File: config.mk
export PLATFORM = sky130hd
export DESIGN_NAME = branch_tracker
export DESIGN_NICKNAME = d
export VERILOG_FILES = /design/src/rtl/branch_tracker.sv
export SDC_FILE = /design/constraint.sdc
export NUM_CORES = 1
export LEC_CHECK = 0
export BUFFER_PORTS_ARGS = -buffer_cell sky130_fd_sc_hd__buf_4
export CAP_MARGIN = 20
export CORE_MARGIN = 1.5
export CORE_UTILIZATION = 60
export CTS_BUF_LIST = sky130_fd_sc_hd__clkbuf_8 sky130_fd_sc_hd__clkbuf_16
export CTS_CLUSTER_DIAMETER = 150
export DETAILED_ROUTE_END_ITERATION = 10
export GPL_ROUTABILITY_DRIVEN = 1
export GPL_TIMING_DRIVEN = 0
export HOLD_SLACK_MARGIN = 0.05
export PLACE_DENSITY = 0.79
export SETUP_SLACK_MARGIN = 0.1
export SLEW_MARGIN = 40
export SYNTH_ARGS = -nofsm -noshare
export SYNTH_HDL_FRONTEND = slang
export SYNTH_SLANG_ARGS = --single-unit
File: constraint.sdc
create_clock -name clk -period 10.8 [get_ports clk]
set_input_delay 1.08 -clock clk [delete_from_list [all_inputs] [get_ports clk]]
set_output_delay 1.08 -clock clk [all_outputs]
set_load 0.005 [all_outputs]
File: src/rtl/branch_tracker.sv
// Branch-tracking feedback stage: registered bracket depth plus a loop-return stack of body-start PCs.
// Optional BRANCH_TRACKER_STATS_EN adds a max_level high-water-mark output.
module branch_tracker #(
    parameter int PCWidth     = 16,
    parameter int STACK_DEPTH = 16,
    localparam int SP_W       = $clog2(STACK_DEPTH) + 1
) (
    input  logic               clk,
    input  logic               reset,
    input  logic               instr_valid,
    input  logic               op_close,
    input  logic [PCWidth-1:0] depth_in,
    input  logic               searching,
    input  logic               working_zero,
    input  logic [PCWidth-1:0] pc,
    output logic [PCWidth-1:0] depth_out,
    output logic               jump_valid,
    output logic [PCWidth-1:0] jump_target,
    output logic [SP_W-1:0]    stack_level,
    output logic               overflow,
    output logic               underflow
`ifdef BRANCH_TRACKER_STATS_EN
    ,
    output logic [SP_W-1:0]    max_level
`endif
);

    localparam int IDX_W = $clog2(STACK_DEPTH);
    localparam logic [PCWidth-1:0] DEPTH_MAX = '1;

    logic [PCWidth-1:0] stack_mem [STACK_DEPTH];
    logic [PCWidth-1:0] depth_next;
    logic [SP_W-1:0]    level_next;
    logic [IDX_W-1:0]   push_idx;
    logic [IDX_W-1:0]   top_idx;
    logic               stack_full;
    logic               stack_empty;
    logic               stack_act;
    logic               do_push;
    logic               do_pop;
    logic               do_jump;
    logic               push_ovf;
    logic               stack_unf;
    logic               depth_ovf;
    logic               depth_unf;

    assign stack_full  = (stack_level == SP_W'(STACK_DEPTH));
    assign stack_empty = (stack_level == '0);
    assign push_idx    = stack_level[IDX_W-1:0];
    assign top_idx     = push_idx - IDX_W'(1);

    // The stack is frozen while branch_ctrl is scanning for a matching bracket.
    assign stack_act = instr_valid & ~searching;
    assign do_push   = stack_act & ~op_close & ~working_zero & ~stack_full;
    assign push_ovf  = stack_act & ~op_close & ~working_zero & stack_full;
    assign do_jump   = stack_act & op_close & ~working_zero & ~stack_empty;
    assign do_pop    = stack_act & op_close & working_zero & ~stack_empty;
    assign stack_unf = stack_act & op_close & stack_empty;

    always_comb begin
        depth_next = depth_out;
        depth_ovf  = 1'b0;
        depth_unf  = 1'b0;
        if (instr_valid) begin
            if (!op_close) begin
                if (depth_in == DEPTH_MAX) begin
                    depth_next = DEPTH_MAX;
                    depth_ovf  = 1'b1;
                end else begin
                    depth_next = depth_in + PCWidth'(1);
                end
            end else if (depth_in != '0) begin
                depth_next = depth_in - PCWidth'(1);
            end else begin
                depth_next = '0;
                depth_unf  = searching;
            end
        end
    end

    always_comb begin
        level_next = stack_level;
        if (do_push) begin
            level_next = stack_level + SP_W'(1);
        end else if (do_pop) begin
            level_next = stack_level - SP_W'(1);
        end
    end

    always_ff @(posedge clk or posedge reset) begin
        if (reset) begin
            depth_out   <= '0;
            jump_valid  <= 1'b0;
            jump_target <= '0;
            stack_level <= '0;
            overflow    <= 1'b0;
            underflow   <= 1'b0;
            for (int i = 0; i < STACK_DEPTH; i++) begin
                stack_mem[i] <= '0;
            end
        end else begin
            depth_out   <= depth_next;
            stack_level <= level_next;
            jump_valid  <= do_jump;
            if (do_jump) begin
                jump_target <= stack_mem[top_idx];
            end
            // Store the instruction after the CBF so a repeat lands on the loop body.
            if (do_push) begin
                stack_mem[push_idx] <= pc + PCWidth'(1);
            end
            if (depth_ovf || push_ovf) begin
                overflow <= 1'b1;
            end
            if (depth_unf || stack_unf) begin
                underflow <= 1'b1;
            end
        end
    end

`ifdef BRANCH_TRACKER_STATS_EN
    always_ff @(posedge clk or posedge reset) begin
        if (reset) begin
            max_level <= '0;
        end else if (level_next > max_level) begin
            max_level <= level_next;
        end
    end
`endif

endmodule

==> key figures <==
Timing
  – Period utilisation layout: 41.3%
  – Slew at the pin closest to its max-slew limit: about 0.94 ns
  – Unrepaired setup endpoints after global routing: no
  – Max Slew Vio Count: 0
  – # setup viols final: 0
  – Final setup TNS: 0 ns
  – Worst Slack Setup Final: 6.34 ns
  – Post-layout min period: 4.46 ns
  – Final Hold Viols: 0
  – Slew headroom: 37.2%
  – Clock skew: 0.0152 ns
  – Top achievable clock speed: between 200 and 250 MHz

Synth
  – Register area share after synthesis: between 50% and 60%
  – Synth warnings: 0
  – Post-synth EDFFs: 0
  – Syn nets: between 1000 and 1500
  – Most area-consuming cells after synthesis: dfrtp_1, mux4_2, o21ai_0
  – Top FF cell, synth: dfrtp_1
  – Netlist cell types: around 60
  – Synthesized instance count: ~1300
  – Ys async rst share: 100%
  – Post-synth top area cell: dfrtp_1
  – Count of state elements after synthesis: 296
  – Synth Cell Area: approximately 14000 sq um
  – Post-synth top area share: 52.9%
  – Mean Syn Cell Area: 10.7 sq um

Layout
  – Commonest cells after routing, fill and taps aside: nand2_1, dfrtp_1, o21ai_0
  – # diodes: 0
  – Area Growth Syn to Fin: 15.5%
  – Most common cell after layout, fill and taps aside: nand2_1
  – Layout cells sized above 1: a little under a fifth
  – Nets@finish: about 1500

Critical path
  – Cell mode on critical path: buf_2
  – CP arrival: about 4.9 ns
  – WS Path Type: flop to flop
  – Worst path top cell family by delay: buffers and inverters
  – CP Buf/Inv Count: 8
  – Worst-path cell chain: buf_2 -> buf_4 -> buf_2 -> buf_2 -> inv_1 -> ha_1 -> buf_2 -> buf_4 -> buf_1 -> mux4_2 -> mux2i_1 -> nand2_1 -> a22o_1
  – CP Launch Type: flop
  – Crit end category: flop
  – CP max-delay cell: buf_1
  – Critical Path RT: 11.25 ns
  – Slowest Stage Delay on Critical Path: 0.56 ns
  – Max FO, Critical Path: 10

Clock network
  – Latest clock arrival within the worst-skew pair: 0.57 ns
  – Hold bufs inserted after CTS: 0
  – Max clock buf depth: 3
  – Post-CTS setup buffers: 0
  – # resized after CTS: 0
  – CTS tree: done
  – Clock Tree Root: clkbuf_16
  – Clk sink count: 296
  – CTS buffer count: 31
  – Clk slew on worst S/H paths: 0.06 ns
  – CTS HTree Levels: 1

Detailed routing
  – WL/cell: roughly 23 um
  – Drt total wl: 40300 um
  – Vias/cell: about 6.4
  – Via count: 11180
  – Post-DRT Antenna Nets: 0
  – DR iter-0 viols: 1374
  – DRC Markers: 0
  – Drt pass-1 iters: 5

Die
  – Die height: 156 um
  – Top Ports: 78
  – CORE AREA: 22800 sq um
  – Starting Density: just over 60%
  – Cell Rows: 55
  – Die X-Extent: 156 um
  – DIE AREA: 24300 sq um

GRT
  – Total global-route track usage: 34.5%
  – Initial antenna violation count: 0
  – Number of global-route vias before repair: 10990
  – First-pass GRT wire length: 62600 um
  – Grt ovf: 0
  – Largest net degree at the start of global routing: 85

Hold path
  – Hold Path Class: flop to flop

Placement
  – GP Congestion: 0.922
  – Post-Place Worst Slack: ~6.4 ns
  – DP Wirelength: between 20000 and 30000 um
  – Port Buffers: 65

Run
  – Max cap viols: 0

Run status
  – Status: finished, final reports clean

Power and ir drop
  – P_leak: 7.21 nW
  – PwrDens: 267 nW/um^2
  – VDD IR max: 162 uV
## layer usage
| metal | global-route usage [%] | wire [um] | vias up |
|---|---|---|---|
| met5 | 0 | 0 | - |
| met1 | 48.4 | 15400 | 5577 |
| li1 | - | - | 4800 |
| met2 | 52.6 | 18200 | 694 |
| met3 | 7.94 | 4830 | 109 |
| met4 | 14.5 | 1820 | 0 |
## logic make-up (layout without fill, tap and decap cells)
group | after synthesis | after routing | share of synthesized area, %
AOI/OAI and AO/OA | 317 | 317 | 12.8
xor gates and xnor gates | 44 | 44 | 2.75
adders and majority gates | 12 | 12 | 1.13
buffers and inverters | 124 | 250 | 3.96
DFF | 296 | 296 | 52.9
muxes | 103 | 103 | 13.2
and+or+nand+nor | 412 | 412 | 13.2
## layout make-up
class,instances,area [sq um]
Buffer,112,509
Multi-Input combinational cell,888,6080
Sequential cell,296,7410
Timing Repair Buffer,68,571
Tap cell,313,392
Fill cell,1546,6610
Clock inverter,19,272
Inverter,12,52.6
Clock buffer,39,886
## synth_stat cells (2+ instances only)
master    count
buf_6         4
inv_1        12
o21ai_0     239
and3_1        4
nand4_1      10
ha_1         11
a21o_1        3
mux2_2       18
nand2_1     299
nor3_2        2
a22o_1       16
xnor2_1      23
mux4_2       64
nor2b_1       4
clkbuf_1     73
and4_1        2
nor3_1       10
o21ai_1       4
o22a_1        6
buf_1         2
nand2b_1     19
o21a_1        2
nand3_1      20
nor4_4        2
buf_2        25
a31oi_1      18
mux2i_1      21
xor2_1       21
nor4_1        6
o221a_2       4
dfrtp_1     296
buf_4         7
o22ai_1       6
nor2_1       19
a21oi_1       9
or4_1         2
## worst register-to-register path: cells and delay by family (launching register included)
kind	cells	cell delay [ns]
AOI/OAI and AO/OA	1	0.20
adders and majority gates	1	0.37
buffers and inverters	8	2.59
DFF	1	0.42
muxes	2	0.68
and+or+nand+nor	1	0.09
## metrics by stage
step                std cells  power [mW]  instance area, sq um  hold WS [ns]  util (%)
floorplan                1308        2.62                 14000         0.445         -
global placement         1686        3.04                 14900         0.456      65.3
detailed placement       1689        3.11                 15000         0.465      65.8
CTS                      1747        4.30                 16100         0.479      70.8
global route             1747        4.51                 16200         0.501      71.0
finish                   1747        4.32                 16200         0.478      71.0
## flip-flops by register name, summed over array words and instances (netlist names)
register	cells
stack_level	5
jump_target	16
depth_out	16
jump_valid	1
underflow	1
stack_mem	256
overflow	1
## path summary, 6_finish.rpt
check	end	depth (start not counted)	slack (ns)	startpoint
max	jump_target[13]	13	6.34	stack_level[0]
min	stack_mem[244]	2	0.48	stack_mem[244]
max reg2reg	jump_target[13]	13	6.34	stack_level[0]
min reg2reg	stack_mem[244]	2	0.48	stack_mem[244]
max in group asynchronous	stack_mem[157]	4	9.12	reset
min in group asynchronous	stack_mem[27]	2	0.55	reset
## power breakdown
group / switching, mW / total, mW / internal [mW]
clock: 0.465 / 1.19 / 0.726
sequential: 0.218 / 1.67 / 1.46
combinational: 0.799 / 1.46 / 0.660
total: 1.48 / 4.32 / 2.84
Note: power is estimated with default switching activity, not from simulation.
